--- config.mk ---
export PLATFORM = sky130hd
export DESIGN_NAME = knn_sort
export DESIGN_NICKNAME = d
export VERILOG_FILES = /design/src/rtl/knn_sort.sv
export SDC_FILE = /design/constraint.sdc
export NUM_CORES = 1
export LEC_CHECK = 0
export CORE_MARGIN = 4
export CORE_UTILIZATION = 62
export CTS_BUF_LIST = sky130_fd_sc_hd__clkbuf_4 sky130_fd_sc_hd__clkbuf_8
export DETAILED_ROUTE_END_ITERATION = 7
export GPL_TIMING_DRIVEN = 0
export HOLD_SLACK_MARGIN = 0.15
export PLACE_DENSITY = 0.95
export SYNTH_ARGS = -nofsm -noshare
export SYNTH_HDL_FRONTEND = slang
export SYNTH_SLANG_ARGS = --single-unit
--- constraint.sdc ---
create_clock -name clk -period 9.2 [get_ports clk]
set_input_delay 1.38 -clock clk [delete_from_list [all_inputs] [get_ports clk]]
set_output_delay 1.38 -clock clk [all_outputs]
set_load 0.02 [all_outputs]
--- src/rtl/knn_sort.sv ---
// K-nearest-neighbour sorted insertion buffer with majority-vote classifier.
// Keeps the K smallest (distance, label) pairs and votes over their labels.
module knn_sort #(
    parameter int DATA_W  = 32,
    parameter int LABEL_W = 4,
    parameter int K       = 4,
    parameter int IDX_W   = $clog2(K),
    parameter int CNT_W   = $clog2(K + 1)
) (
    input  logic               clk,
    input  logic               rst,
    input  logic               clear,
    input  logic               dist_valid,
    output logic               dist_ready,
    input  logic [DATA_W-1:0]  dist_in,
    input  logic [LABEL_W-1:0] label_in,
    input  logic               classify,
    output logic               busy,
    output logic               result_valid,
    output logic [LABEL_W-1:0] result_label,
    output logic [CNT_W-1:0]   result_votes,
    output logic [CNT_W-1:0]   count,
    input  logic [IDX_W-1:0]   rd_addr,
    output logic [DATA_W-1:0]  rd_dist,
    output logic [LABEL_W-1:0] rd_label,
    output logic               rd_vld
);

    localparam logic [1:0] S_IDLE = 2'd0;
    localparam logic [1:0] S_SCAN = 2'd1;
    localparam logic [1:0] S_DONE = 2'd2;

    logic [DATA_W-1:0]  dist_q [K];
    logic [DATA_W-1:0]  dist_d [K];
    logic [LABEL_W-1:0] lab_q  [K];
    logic [LABEL_W-1:0] lab_d  [K];
    logic [K-1:0]       vld_q, vld_d;
    logic [CNT_W-1:0]   cnt_q, cnt_d;

    logic [1:0]         st_q, st_d;
    logic [IDX_W-1:0]   idx_q, idx_d;
    logic [LABEL_W-1:0] best_lab_q, best_lab_d;
    logic [CNT_W-1:0]   best_v_q, best_v_d;
    logic               rv_q, rv_d;
    logic [LABEL_W-1:0] rl_q, rl_d;
    logic [CNT_W-1:0]   rvo_q, rvo_d;

    logic [DATA_W-1:0]  rdd_q;
    logic [LABEL_W-1:0] rdl_q;
    logic               rdv_q;

    logic [K-1:0]       le;
    logic [K-1:0]       ins_here;
    logic               acc;
    logic               cls_go;
    logic [LABEL_W-1:0] cur_lab;
    logic [CNT_W-1:0]   votes;

    assign busy       = (st_q == S_SCAN);
    assign dist_ready = !busy;
    assign acc        = dist_valid && dist_ready && !clear;
    assign cls_go     = classify && !busy && !clear;

    // le is a prefix of ones; the new pair lands at the first zero
    always_comb begin
        for (int i = 0; i < K; i++) begin
            le[i] = vld_q[i] && (dist_q[i] <= dist_in);
        end
    end

    assign ins_here = ~le & {le[K-2:0], 1'b1};

    always_comb begin
        for (int i = 0; i < K; i++) begin
            dist_d[i] = dist_q[i];
            lab_d[i]  = lab_q[i];
            vld_d[i]  = vld_q[i];
        end
        if (acc) begin
            for (int i = 1; i < K; i++) begin
                if (!le[i] && !ins_here[i]) begin
                    dist_d[i] = dist_q[i-1];
                    lab_d[i]  = lab_q[i-1];
                    vld_d[i]  = vld_q[i-1];
                end
            end
            for (int i = 0; i < K; i++) begin
                if (ins_here[i]) begin
                    dist_d[i] = dist_in;
                    lab_d[i]  = label_in;
                    vld_d[i]  = 1'b1;
                end
            end
        end
        if (clear) begin
            vld_d = '0;
        end
    end

    always_comb begin
        cnt_d = cnt_q;
        if (clear) begin
            cnt_d = '0;
        end else if (acc && cnt_q != CNT_W'(K)) begin
            cnt_d = cnt_q + CNT_W'(1);
        end
    end

    assign cur_lab = lab_q[idx_q];

    always_comb begin
        votes = '0;
        for (int j = 0; j < K; j++) begin
            if (vld_q[j] && lab_q[j] == cur_lab) begin
                votes = votes + CNT_W'(1);
            end
        end
    end

    always_comb begin
        st_d       = st_q;
        idx_d      = idx_q;
        best_lab_d = best_lab_q;
        best_v_d   = best_v_q;
        rv_d       = rv_q;
        rl_d       = rl_q;
        rvo_d      = rvo_q;
        unique case (st_q)
            S_SCAN: begin
                // strict compare keeps the closer entry on a tie
                if (vld_q[idx_q] && votes > best_v_q) begin
                    best_v_d   = votes;
                    best_lab_d = cur_lab;
                end
                if (idx_q == IDX_W'(K - 1)) begin
                    st_d = S_DONE;
                end else begin
                    idx_d = idx_q + IDX_W'(1);
                end
            end
            S_DONE: begin
                rv_d  = 1'b1;
                rl_d  = best_lab_q;
                rvo_d = best_v_q;
                st_d  = S_IDLE;
            end
            default: begin
            end
        endcase
        if (cls_go) begin
            rv_d       = 1'b0;
            idx_d      = '0;
            best_v_d   = '0;
            best_lab_d = '0;
            st_d       = (cnt_q == '0) ? S_DONE : S_SCAN;
        end
        if (acc) begin
            rv_d = 1'b0;
        end
        if (clear) begin
            st_d = S_IDLE;
            rv_d = 1'b0;
        end
    end

    always_ff @(posedge clk or posedge rst) begin
        if (rst) begin
            for (int i = 0; i < K; i++) begin
                dist_q[i] <= '0;
                lab_q[i]  <= '0;
            end
            vld_q      <= '0;
            cnt_q      <= '0;
            st_q       <= S_IDLE;
            idx_q      <= '0;
            best_lab_q <= '0;
            best_v_q   <= '0;
            rv_q       <= 1'b0;
            rl_q       <= '0;
            rvo_q      <= '0;
            rdd_q      <= '0;
            rdl_q      <= '0;
            rdv_q      <= 1'b0;
        end else begin
            for (int i = 0; i < K; i++) begin
                dist_q[i] <= dist_d[i];
                lab_q[i]  <= lab_d[i];
            end
            vld_q      <= vld_d;
            cnt_q      <= cnt_d;
            st_q       <= st_d;
            idx_q      <= idx_d;
            best_lab_q <= best_lab_d;
            best_v_q   <= best_v_d;
            rv_q       <= rv_d;
            rl_q       <= rl_d;
            rvo_q      <= rvo_d;
            rdv_q      <= vld_q[rd_addr];
            rdd_q      <= vld_q[rd_addr] ? dist_q[rd_addr] : '0;
            rdl_q      <= vld_q[rd_addr] ? lab_q[rd_addr] : '0;
        end
    end

    assign count        = cnt_q;
    assign result_valid = rv_q;
    assign result_label = rl_q;
    assign result_votes = rvo_q;
    assign rd_dist      = rdd_q;
    assign rd_label     = rdl_q;
    assign rd_vld       = rdv_q;

endmodule

== Word-level counts from Yosys, hierarchy flattened ==
Cells that the tools add are included.

* Bits of input ports: 43
* Flip-flop bits (word level): 207
* Output and inout port bits: 50

* Equality and inequality tests: 10
* Reduce and logical (&&, ||, !) cells: 50
* Bitwise gates (word level): 4
* Magnitude comparators: 9
* Multiplexer cells: 60
* $add $sub $neg: 5

{| class="wikitable"
|+ Operator list
! operator !! number
|-
| $mux 32 || 9
|-
| $le 32x32->1 || 4
|-
| $bmux 32 s2 || 1
|-
| $mux 4 || 16
|-
| $mux 3 || 8
|-
| $reduce_and 2->1 || 11
|-
| $logic_and 1x1->1 || 17
|-
| $bmux 4 s2 || 2
|-
| $eq 4x4->1 || 4
|-
| $reduce_bool 2->1 || 8
|-
| $mux 1 || 14
|-
| $mux 2 || 7
|-
| $add 3x1->3 const B || 4
|-
| $reduce_bool 3->1 || 3
|-
| $logic_not 1->1 || 8
|-
| $reduce_bool 4->1 || 2
|-
| $ge 3x3->1 const B || 2
|-
| $lt 2x3->1 const B || 2
|-
| $not 2->3 || 2
|-
| $and 4x4->4 || 1
|-
| $bmux 1 s2 || 2
|-
| $eq 2x2->1 const B || 2
|-
| $ne 4x2->1 const B || 1
|-
| $not 4->4 || 1
|-
| other kinds (7) || 7
|}

== Longest topological paths before layout ==
Gate-level depths: netlist (run 1).

* Depth in word-level cells: 18
* Gate-level depth with buffers: 18
* Gate-level depth less buffers: 16

== Worst setup path before layout (run 1) ==
No wires, ideal clock.

* Path kind: reg-to-reg
* Start point: reg idx_q[0]
* End point: reg best_lab_q[0]
* Period minus slack after synthesis: 4,078 ps
* Buffers on the path: 2
* Path slack: 5,122 ps
* Cell stages (with the launch flop): 15
* Arrival: 3,943 ps
* Required time: 9,065 ps
* Path through: dfrtp_1 -> buf_2 -> mux4_2 -> xor2_1 -> nor3_1 -> and3_1 -> ha_1 -> xnor2_1 -> ha_1 -> mux2_2 -> ha_1 -> and3_1 -> nor4_1 -> clkbuf_1 -> o21ai_0

* Word-level cells in the longest chain between the ends: 17
* Elaborated cells on any way between the ends: 28

{| class="wikitable"
|+ RTL lines
! item !! RTL line !! RTL
|-
| from (decl) || 41 || <nowiki>logic [IDX_W-1:0] idx_q, idx_d;</nowiki>
|-
| from (signal assigned) || 192 || <nowiki>idx_q <= idx_d;</nowiki>
|-
| $not 2->3 (implied by the code) || 109 || <nowiki>assign cur_lab = lab_q[idx_q];</nowiki>
|-
| $bmux 4 s2 || 109 ||
|-
| $mux 4 (implied by the code) (2 in a row) || 109 ||
|-
| $eq 4x4->1 || 114 || <nowiki>if (vld_q[j] && lab_q[j] == cur_lab) begin</nowiki>
|-
| $logic_and 1x1->1 || 114 ||
|-
| $mux 1 || 114 ||
|-
| $add 3x1->3 || 115 || <nowiki>votes = votes + CNT_W'(1);</nowiki>
|-
| $mux 3 || 114 ||
|-
| $add 3x1->3 || 115 ||
|-
| $mux 3 || 114 ||
|-
| $add 3x1->3 || 115 ||
|-
| $mux 3 || 114 ||
|-
| $gt 3x3->1 || 131 || <nowiki>if (vld_q[idx_q] && votes > best_v_q) begin</nowiki>
|-
| $logic_and 1x1->1 || 131 ||
|-
| $reduce_bool 2->1 (no line) || -- ||
|-
| $reduce_and 2->1 (no line) || -- ||
|-
| to (signal assigned) || 193 || <nowiki>best_lab_q <= best_lab_d;</nowiki>
|-
| to (decl) || 42 || <nowiki>logic [LABEL_W-1:0] best_lab_q, best_lab_d;</nowiki>
|}

Several ways; a longest one is shown, not always the timed one. The select of a mux whose other input is x is not followed.
A chain may end at the register's enable or synchronous reset.

== Final worst setup path (run 1) ==
* Start point: reg vld_q[0]
* End point: reg best_lab_q[3]

* Word-level cells in the longest chain between the ends: 12
* Elaborated cells on any way between the ends: 14

{| class="wikitable"
|+ RTL lines
! item !! RTL line !! RTL
|-
| from (decl) || 37 || <nowiki>logic [K-1:0] vld_q, vld_d;</nowiki>
|-
| from (signal assigned) || 189 || <nowiki>vld_q <= vld_d;</nowiki>
|-
| $logic_and 1x1->1 || 114 ||
|-
| $mux 1 || 114 ||
|-
| $add 3x1->3 || 115 ||
|-
| $mux 3 || 114 ||
|-
| $add 3x1->3 || 115 ||
|-
| $mux 3 || 114 ||
|-
| $add 3x1->3 || 115 ||
|-
| $mux 3 || 114 ||
|-
| $gt 3x3->1 || 131 ||
|-
| $logic_and 1x1->1 * || 131 ||
|-
| $reduce_bool 2->1 (no line) * || -- ||
|-
| $reduce_and 2->1 (no line) * || -- ||
|}

Every way passes the cells marked *; elsewhere a longest branch is shown, timed or not. The select of a mux whose other input is x is not followed.

==> results of run 1 <==
==> cells in the mapped netlist (2+ instances only) <==
master / count
a211o_1: 2
a211oi_1: 2
a21o_1: 15
a21oi_1: 95
a221oi_1: 2
a22oi_1: 2
a31oi_1: 108
a32oi_1: 36
and2_1: 4
and3_1: 5
buf_1: 8
buf_2: 10
buf_4: 2
buf_6: 8
clkbuf_1: 60
dfrtp_1: 207
ha_1: 137
inv_1: 54
mux2_1: 33
mux2_2: 81
mux2i_1: 5
mux4_2: 42
nand2_1: 83
nand2b_1: 4
nand3_1: 48
nand4_1: 30
nor2_1: 88
nor2b_1: 43
nor3_1: 9
nor4_1: 7
nor4_2: 2
o211ai_1: 7
o21a_1: 4
o21ai_0: 59
o21ai_1: 2
o31a_1: 3
xnor2_1: 11
xor2_1: 9
==> state kept, by name, summed over array words and instances (netlist names) <==
register and count:
best_lab_q 4, best_v_q 3, count 3, dist_q 128, idx_q 2, lab_q 16, rd_dist 32, rd_label 4
rd_vld 1, result_label 4, result_valid 1, result_votes 3, st_q 2, vld_q 4
==> path summary, 6_finish.rpt <==
path	cells after the start	from	to
min in group asynchronous	2	rst	rd_vld
worst min register to register	1	result_votes[2]	result_votes[2]
worst max-delay path	13	vld_q[0]	best_lab_q[3]
worst max register to register	13	vld_q[0]	best_lab_q[3]
max in group asynchronous	3	rst	rd_dist[13]
worst min-delay path	1	result_votes[2]	result_votes[2]
==> per-stage QoR <==
stage | instance area (um^2) | util, % | cells
6_report | 15900 | 72.7 | 1786
4_1_cts | 15900 | 72.7 | 1786
3_3_place_gp | 15100 | 68.8 | 1721
2_1_floorplan | 13800 | - | 1351
3_5_place_dp | 15100 | 69.0 | 1722
5_1_grt | 15900 | 72.7 | 1786
==> kinds of logic after synthesis <==
family / count (synthesis)
buffers and inverters: 142
AND/OR/NAND/NOR: 331
XOR/XNOR: 20
AO/OA/AOI/OAI: 353
flip-flops: 207
adder cells (fa/ha/maj): 137
multiplexers: 161
==> power by group through the flow <==
stage | logic [W] | registers [W] | clock network, W
2_1_floorplan | 0.00123 | 0.00144 | 0
3_3_place_gp | 0.00160 | 0.00154 | 0
3_5_place_dp | 0.00168 | 0.00156 | 0
4_1_cts | 0.00171 | 0.00155 | 0.000973
5_1_grt | 0.00192 | 0.00159 | 0.00103
6_report | 0.00176 | 0.00157 | 0.000980
==> layout make-up <==
class                      count  area (um^2)  share of cell area (%)
multi-input combinational   1002         8020                    50.4
inverter                      54          210                    1.32
clock buffer                  55          701                    4.40
timing repair buffer          91          928                    5.83
sequential                   207         5180                    32.5
buffer                        88          410                    2.58
clock inverter                 9          123                   0.770
tap                          280          350                    2.20
==> metal layers <==
metal | track usage (%) | up-vias | wire length [um]
met1 | 44.9 | 6028 | 15600
li1 | - | 5366 | -
met4 | 19.8 | 2 | 2710
met5 | 0 | - | 13
met2 | 55.9 | 1034 | 20100
met3 | 11.0 | 280 | 5620
==> flow_summary.json, run 1 <==
{
  "status": "finished, final reports clean",
  "finalWirelength_mm": 44.1,
  "p_leak_nw": 6.66,
  "syn-instance-count": 1351,
  "drtAntennaViolNets": 0,
  "synth_largest_area_cell": "dfrtp_1",
  "route.detailed.drc": 0,
  "cts_max_level": 2,
  "period_share_pct": 55.2,
  "rsz0062_at_grt": "false",
  "crit_fanout": 10,
  "sw_frac_of_total_pct": 39.9,
  "synth-xor-area-share_pct": 1.27,
  "ys_warn_count": 0,
  "setup_ws_ns": 4.12,
  "grt_max_degree": 112,
  "num_rows": 54,
  "path_common_cell": "clkbuf_1",
  "power_density_nw_per_um2": 271,
  "synth_top_family_by_area": "multiplexers",
  "viasPerCell": 7.12,
  "tightest_slew_ns": 1.06,
  "coreArea_um2": 21900,
  "syn_to_final_growth_pct": 15.3,
  "worstPathArrival_ns": 5.47,
  "startpoint_type": "flop",
  "synth_compound_area_share_pct": 16.2,
  "synthDistinctLibCells": 62,
  "place_hpwl_mm": 30.5,
  "ys.flop_type": "dfrtp_1",
  "layout_common_cells": "dfrtp_1, ha_1, a31oi_1",
  "crit_buf_inv": 4,
  "post-route-min-period_ns": 5.08,
  "initial_core_util_pct": 63.1,
  "antenna_cells": 0,
  "drtIter0Drc": 1784,
  "ys_seq_area_share_pct": 37.5,
  "crit_chain": "clkbuf_1 -> clkbuf_1 -> clkbuf_1 -> and3_1 -> ha_1 -> xnor2_1 -> ha_1 -> mux2_2 -> ha_1 -> and3_1 -> nor4_1 -> clkbuf_1 -> o21ai_0",
  "min_path_type": "reg2reg",
  "io_buffers": 90,
  "synth_edf_count": 0,
  "synth_nets": 1531,
  "firstDrtPassIters": 8,
  "cts_hold_buffers": 0,
  "p_seq_share_pct": 36.5,
  "max_stage_delay_ns": 0.68,
  "numCtsBuffers": 37,
  "p_clk_share_pct": 22.7,
  "pwr-share-comb_pct": 40.8,
  "drv_cap": 0,
  "path_clk_slew_ns": 0.06,
  "total_power_w": 0.00431,
  "boundaryPins": 93,
  "postCtsSetupBuffers": 0,
  "synth_seq_cells": 207,
  "grt_pass1_wl_mm": 69.9,
  "place_ws_ns": 3.96,
  "fin_skew_ns": 0.0227,
  "p_int_w": 0.00259,
  "p_sw_w": 0.00172,
  "synth_mux_area_share_pct": 16.5,
  "vias": 12700,
  "netlist.area_leader.share_pct": 37.5,
  "vdd.ir_drop.worst_mv": 0.160,
  "mappedNetlistArea_um2": 13800,
  "die_area_um2": 24700,
  "cp_top_family": "buffers and inverters",
  "n_fill_cell": 1533,
  "cts_root_buffer": "clkbuf_8",
  "finalMaxSlewViolations": 0,
  "die_height_um": 157,
  "drive_above_1_share_pct": 14.7,
  "worstPathRequired_ns": 9.59,
  "fmax_mhz": 197,
  "nNetsFinal": 1661,
  "overflow": 0,
  "synthAdderAreaFrac_pct": 12.4,
  "crit_type": "reg2reg",
  "globalRouteTotalUtil_pct": 35.9,
  "final_common_cell": "dfrtp_1",
  "async_flop_share_pct": 100,
  "antenna_found_initial": 1,
  "synthSimpleGateAreaFrac_pct": 11.7,
  "cp-end-kind": "flop",
  "maxSlewHeadroom_pct": 29.1,
  "die_w_um": 157,
  "cts_resized": 0,
  "place.gp.congestion": 0.990,
  "clock_latency_ns": 0.55,
  "final-setup-viol-count": 0,
  "synth.area.top_cells": "dfrtp_1, ha_1, mux4_2",
  "synth_area_per_cell_um2": 10.2,
  "grt_pass1_vias": 13000,
  "ctsLongestPathBuffers": 3,
  "cts_tree": "built",
  "holdWs_ns": 0.514,
  "hold_viol": 0,
  "avgRoutedWirePerCell_um": 24.7,
  "cts_sinks": 207,
  "crit_slowest_cell": "clkbuf_1",
  "tns_ns": 0,
  "reg2reg_slack_ns": 4.12
}
Note: power is estimated with default switching activity, not from simulation.
==> run 2, diff against run 1 <==
--- a/config.mk
+++ b/config.mk
@@ -6,12 +6,12 @@
 export NUM_CORES = 1
 export LEC_CHECK = 0
 export CORE_MARGIN = 4
-export CORE_UTILIZATION = 62
+export CORE_UTILIZATION = 56
 export CTS_BUF_LIST = sky130_fd_sc_hd__clkbuf_4 sky130_fd_sc_hd__clkbuf_8
 export DETAILED_ROUTE_END_ITERATION = 7
 export GPL_TIMING_DRIVEN = 0
 export HOLD_SLACK_MARGIN = 0.15
-export PLACE_DENSITY = 0.95
+export PLACE_DENSITY = 0.91
 export SYNTH_ARGS = -nofsm -noshare
 export SYNTH_HDL_FRONTEND = slang
 export SYNTH_SLANG_ARGS = --single-unit
==> constraint.sdc (replaced) <==
create_clock -name clk -period 4.55 [get_ports clk]
set_input_delay 0.6825 -clock clk [delete_from_list [all_inputs] [get_ports clk]]
set_output_delay 0.6825 -clock clk [all_outputs]
set_load 0.02 [all_outputs]
==> run 2 against run 1 <==
Effect of this change: flip-flop and latch count stayed put; critical path type unchanged; critical endpoint is now best_lab_q[0]; global-route usage is 3.7 points lower; fmax is 18% higher.
==> flow_summary.json, run 2 (synthesized netlist as in run 1, its figures left out) <==
{
  "min_path_type": "reg2reg",
  "drive_above_1_share_pct": 15.2,
  "r2r-start": "vld_q[0]",
  "multiInputGateArea_um2": 8040,
  "hold_viol": 0,
  "rsz0062_at_grt": "false",
  "whs_endpoint": "result_votes[0]",
  "min_from": "result_votes[0]",
  "overflow": 0,
  "dpl-instance-area_um2": 15200,
  "drtIter0Drc": 1967,
  "cts_max_level": 2,
  "coreArea_um2": 24300,
  "io_buffers": 90,
  "crit_chain": "clkbuf_1 -> clkbuf_1 -> clkbuf_2 -> and3_1 -> ha_1 -> xnor2_2 -> ha_1 -> mux2_2 -> ha_1 -> and3_1 -> nor4_4 -> clkbuf_2 -> o21ai_0",
  "crit_buf_inv": 4,
  "fmax_mhz": 232,
  "status": "finished, final reports clean",
  "nNetsFinal": 1666,
  "grt_pass1_vias": 12600,
  "worstPathArrival_ns": 4.71,
  "finalMaxSlewViolations": 0,
  "largest-register": "dist_q",
  "max_stage_delay_ns": 0.52,
  "reg2reg_slack_ns": 0.24,
  "cts_root_buffer": "clkbuf_8",
  "post-route-min-period_ns": 4.31,
  "drv_cap": 0,
  "num_rows": 57,
  "globalRouteTotalUtil_pct": 32.2,
  "grt_pass1_wl_mm": 68.6,
  "syn_to_final_growth_pct": 16.5,
  "path_clk_slew_ns": 0.06,
  "avgRoutedWirePerCell_um": 23.8,
  "antenna_cells": 0,
  "die_w_um": 165,
  "final_common_cell": "dfrtp_1",
  "crit_fanout": 10,
  "route.detailed.drc": 0,
  "holdPathStages": 1,
  "ctsLongestPathBuffers": 3,
  "total_power_w": 0.00869,
  "cp-end-kind": "flop",
  "drtAntennaViolNets": 0,
  "vdd.ir_drop.worst_mv": 0.262,
  "initial_core_util_pct": 56.8,
  "place_ws_ns": -0.307,
  "place_inst": 1770,
  "n_fill_cell": 1791,
  "largest_reg_flops": 128,
  "cts_tree": "built",
  "vias": 12600,
  "postCtsSetupBuffers": 0,
  "r2r_cells": 13,
  "maxSlewHeadroom_pct": 30.3,
  "final-setup-viol-count": 0,
  "cp_top_family": "buffers and inverters",
  "finalWirelength_mm": 43.7,
  "final_cell_area_um2": 16100,
  "setup_ws_ns": 0.238,
  "power_density_nw_per_um2": 540,
  "place_hpwl_mm": 30.6,
  "numCtsBuffers": 38,
  "stdcell_count": 1835,
  "fin_skew_ns": 0.0249,
  "p_leak_nw": 6.71,
  "layout_common_cells": "dfrtp_1, ha_1, a31oi_1",
  "cts_sinks": 207,
  "crit_slowest_cell": "clkbuf_1",
  "boundaryPins": 93,
  "fin_util_pct": 66.1,
  "worstPathRequired_ns": 4.95,
  "path_common_cell": "ha_1",
  "viasPerCell": 6.84,
  "place.gp.congestion": 1.00,
  "grt_max_degree": 43,
  "die_height_um": 165,
  "firstDrtPassIters": 7,
  "final-seq-area_um2": 5180,
  "clock_latency_ns": 0.54,
  "tightest_slew_ns": 1.04,
  "period_share_pct": 94.8,
  "crit_type": "reg2reg",
  "die_area_um2": 27200,
  "rr_endpoint": "best_lab_q[0]",
  "antenna_found_initial": 0,
  "startpoint_type": "flop"
}
-- run 2: cell count changes in the layout (fill, tap and decap cells not counted), sizes merged --
cell,previous run,this run
buf,29,33
inv,54,53
clkbuf,115,118
clkinvlp,1,2
clkinv,5,3
-- run 2: worst max-delay path by stage --
stage | start | to | slack (ns) | depth (start not counted)
after floorplan | idx_q[0] | best_lab_q[0] | 0.47 | 14
after global placement | rst | rd_dist[11] | -0.41 | 2
after detailed placement | vld_q[0] | best_lab_q[0] | -0.31 | 13
after CTS | idx_q[0] | best_lab_q[0] | 0.09 | 14
after global routing | idx_q[0] | best_lab_q[0] | 0.03 | 16
final | vld_q[0] | best_lab_q[0] | 0.24 | 13
-- run 2: layout make-up --
class / count / area share, %
Inverter: 54 / 1.28
Sequential cell: 207 / 32.2
Clock buffer: 58 / 4.53
Clock inverter: 7 / 0.700
Timing Repair Buffer: 95 / 6.22
Multi-Input combinational cell: 1002 / 50.0
Tap cell: 324 / 2.52
Buffer: 88 / 2.57
-- run 2: stage by stage --
stage	hold slack, ns	TNS, ns
2_1_floorplan	0.479	0
3_3_place_gp	0.490	-81.30
3_5_place_dp	0.499	-2.70
4_1_cts	0.511	0
5_1_grt	0.530	0
6_report	0.507	0
-- run 2: worst register-to-register path: stages (launching register included) --
cell	delay, ns
dfrtp_1	0.32
clkbuf_1	0.32
clkbuf_1	0.52
clkbuf_2	0.46
and3_1	0.25
ha_1	0.28
xnor2_2	0.21
ha_1	0.26
mux2_2	0.29
ha_1	0.30
and3_1	0.20
nor4_4	0.35
clkbuf_2	0.28
o21ai_0	0.13
-- run 2: power by group --
part	total, W	switching (W)	internal (W)
registers	0.00317	0.000736	0.00243
logic	0.00354	0.00188	0.00166
clock network	0.00198	0.000796	0.00119
-- run 2: layer usage --
metal  wire length (um)  GRT usage (%)  vias up
met2              19800           50.0      963
met1              16200           41.5     5993
met3               5210           8.34      232
li1                   -              -     5363
met5                  0              0        -
met4               2540           17.2        0
-- run 2: what timing repair did --
action | CTS | global route
hold buffers | 0 | 0
gates resized for setup | 2 | 4
endpoints found under the setup margin | 6 | 6
cloned | 0 | 0
==> run 3, diff against run 2 <==
--- a/config.mk
+++ b/config.mk
@@ -5,13 +5,17 @@
 export SDC_FILE = /design/constraint.sdc
 export NUM_CORES = 1
 export LEC_CHECK = 0
+export CELL_PAD_IN_SITES_DETAIL_PLACEMENT = 1
+export CELL_PAD_IN_SITES_GLOBAL_PLACEMENT = 1
 export CORE_MARGIN = 4
-export CORE_UTILIZATION = 56
+export CORE_UTILIZATION = 44
 export CTS_BUF_LIST = sky130_fd_sc_hd__clkbuf_4 sky130_fd_sc_hd__clkbuf_8
 export DETAILED_ROUTE_END_ITERATION = 7
 export GPL_TIMING_DRIVEN = 0
 export HOLD_SLACK_MARGIN = 0.15
 export PLACE_DENSITY = 0.91
+export REMOVE_ABC_BUFFERS = 1
+export SETUP_SLACK_MARGIN = 0.05
 export SYNTH_ARGS = -nofsm -noshare
 export SYNTH_HDL_FRONTEND = slang
 export SYNTH_SLANG_ARGS = --single-unit
==> run 3 against run 2 <==
Effect of this change: the run now ends with capacitance limit left; global-route usage fell by 3.6 points; via count is 0.20% higher; sequential power about the same; first-iteration DRC count down 47%; final cell count rose by 0.65%; wire length grew 13%; fmax fell by 1.7%; flip-flop and latch count unchanged; highest routed layer unchanged; largest power group unchanged; non-clock buffer count shrank 67; power rose by 3.3%; clock-buffer cell count is 4 higher.
==> flow_summary.json, run 3 (synthesized netlist as in run 1, its figures left out) <==
{
  "clock_latency_ns": 0.57,
  "boundaryPins": 93,
  "hold_viol": 0,
  "route.detailed.drc": 0,
  "io_buffers": 92,
  "vias": 12600,
  "cp-end-kind": "flop",
  "antenna_found_initial": 2,
  "highest_layer": "met4",
  "fin_skew_ns": 0.0182,
  "status": "complete, but fails checks",
  "crit_type": "in2reg",
  "rr_endpoint": "best_lab_q[1]",
  "holdWs_ns": 0.510,
  "viasPerCell": 6.81,
  "dpl-instance-area_um2": 15300,
  "coreArea_um2": 30700,
  "cp_top_family": "simple AND/OR/NAND/NOR gates",
  "die_height_um": 185,
  "post-route-min-period_ns": 4.39,
  "max_stage_delay_ns": 0.67,
  "layout_common_cells": "dfrtp_1, ha_1, a31oi_1",
  "holdPathStages": 1,
  "nNetsFinal": 1601,
  "power_density_nw_per_um2": 555,
  "final_common_cell": "dfrtp_1",
  "whs_endpoint": "result_label[3]",
  "cts_max_level": 2,
  "overflow": 0,
  "globalRouteTotalUtil_pct": 28.7,
  "met3_length_mm": 3.68,
  "avgRoutedWirePerCell_um": 26.8,
  "crit_chain": "clkdlybuf4s50_1 -> inv_1 -> ha_1 -> nand4_1 -> nor4_1 -> nand2_1 -> o31a_1 -> nor3_4 -> buf_8 -> buf_16 -> buf_8 -> mux2_2 -> mux2_2",
  "numCtsBuffers": 40,
  "ctsLongestPathBuffers": 3,
  "drtIter0Drc": 1041,
  "grt_pass1_vias": 14000,
  "startpoint_type": "primary input",
  "die_area_um2": 34300,
  "crit_buf_inv": 5,
  "cts_tree": "built",
  "worstPathArrival_ns": 4.82,
  "grt_max_degree": 114,
  "largest-register": "dist_q",
  "crit_fanout": 12,
  "period_share_pct": 96.4,
  "cts_hold_buffers": 0,
  "die_w_um": 185,
  "rsz0062_at_grt": "false",
  "path_clk_slew_ns": 0.06,
  "maxSlewHeadroom_pct": 0.323,
  "drv_cap": 1,
  "place_inst": 1772,
  "finalWirelength_mm": 49.5,
  "crit_slowest_cell": "nor4_1",
  "dr_wl_met2_mm": 24.0,
  "worstPathRequired_ns": 4.99,
  "final-setup-viol-count": 0,
  "violations": "capacitance limit",
  "place_hpwl_mm": 31.8,
  "r2r-start": "idx_q[0]",
  "vdd.ir_drop.worst_mv": 0.281,
  "place.gp.congestion": 0.859,
  "tightest_slew_ns": 1.49,
  "firstDrtPassIters": 5,
  "fmax_mhz": 228,
  "finalMaxSlewViolations": 0,
  "drtAntennaViolNets": 0,
  "stdcell_count": 1847,
  "grt_pass1_wl_mm": 77.6,
  "cp.depth": 13,
  "final-seq-area_um2": 5180,
  "startpoint": "dist_in[30]",
  "final_cell_area_um2": 16200,
  "cts_root_buffer": "clkbuf_8",
  "r2r_cells": 16,
  "min_path_type": "reg2reg",
  "num_rows": 64,
  "largest_reg_flops": 128,
  "fin_util_pct": 52.6,
  "tns_ns": 0,
  "initial_core_util_pct": 44.9,
  "wl_met1_mm": 19.0,
  "min_from": "result_label[3]",
  "p_leak_nw": 6.70,
  "drive_above_1_share_pct": 16.9,
  "cts_sinks": 207,
  "reg2reg_slack_ns": 0.40,
  "n_fill_cell": 3357,
  "syn_to_final_growth_pct": 17.1,
  "multiInputGateArea_um2": 8080
}
-- run 3: cell count changes in the layout (fill, tap and decap cells not counted), moves of 3 or more --
cell,before,now
buf_2,10,1
buf_6,8,0
buf_12,5,9
buf_16,0,5
buf_8,0,7
dfrtp_1,207,204
clkbuf_1,58,0
dfrtp_2,0,3
buf_1,8,0
-- run 3: worst max-delay path by stage --
stage,to
2_1_floorplan,best_lab_q[0]
4_1_cts,dist_q[111]
3_5_place_dp,dist_q[101]
6_report,dist_q[36]
5_1_grt,dist_q[36]
3_3_place_gp,rd_dist[5]
-- run 3: area by class of cell --
class,instances,share of cell area (%)
Clock buffer,62,4.77
Antenna cell,2,0.0310
Sequential cell,207,32.1
Tap cell,396,3.06
Inverter,54,1.30
Multi-Input combinational cell,1002,49.9
Clock inverter,8,0.433
Timing Repair Buffer,116,8.40
-- run 3: timing repair --
item,in CTS,in global routing
buffers inserted,0,3
endpoints found under the setup margin,28,28
pin swaps,0,2
gates resized for setup,2,1
-- run 3: stage by stage --
step / power (W) / setup WS [ns]
CTS: 0.00889 / 0.0982
global route: 0.00946 / 0.122
detailed placement: 0.00675 / -0.600
global placement: 0.00630 / -4.75
floorplan: 0.00534 / -1.78
finish: 0.00898 / 0.164
-- run 3: metal layers --
metal  GRT usage, %  vias to the layer above
met4           15.6                        0
met1           34.7                     6375
li1               -                     5227
met2           48.4                      698
met5              0                        -
met3           5.50                      276
-- run 3: worst register-to-register path, delay by kind of cell (launching register included) --
kind            cells  cell delay (ns)
mux                 2             0.95
fa+ha+maj           3             0.82
compound gates      3             0.55
flops               1             0.50
simple gates        4             0.49
xor+xnor            2             0.45
buf+inv             2             0.28
-- run 3: power breakdown --
part	internal [W]	leakage, nW	switching, W
Sequential	0.00243	2.47	0.000767
Clock	0.00113	0.446	0.000883
Combinational	0.00174	3.78	0.00203
Total	0.00530	6.70	0.00368
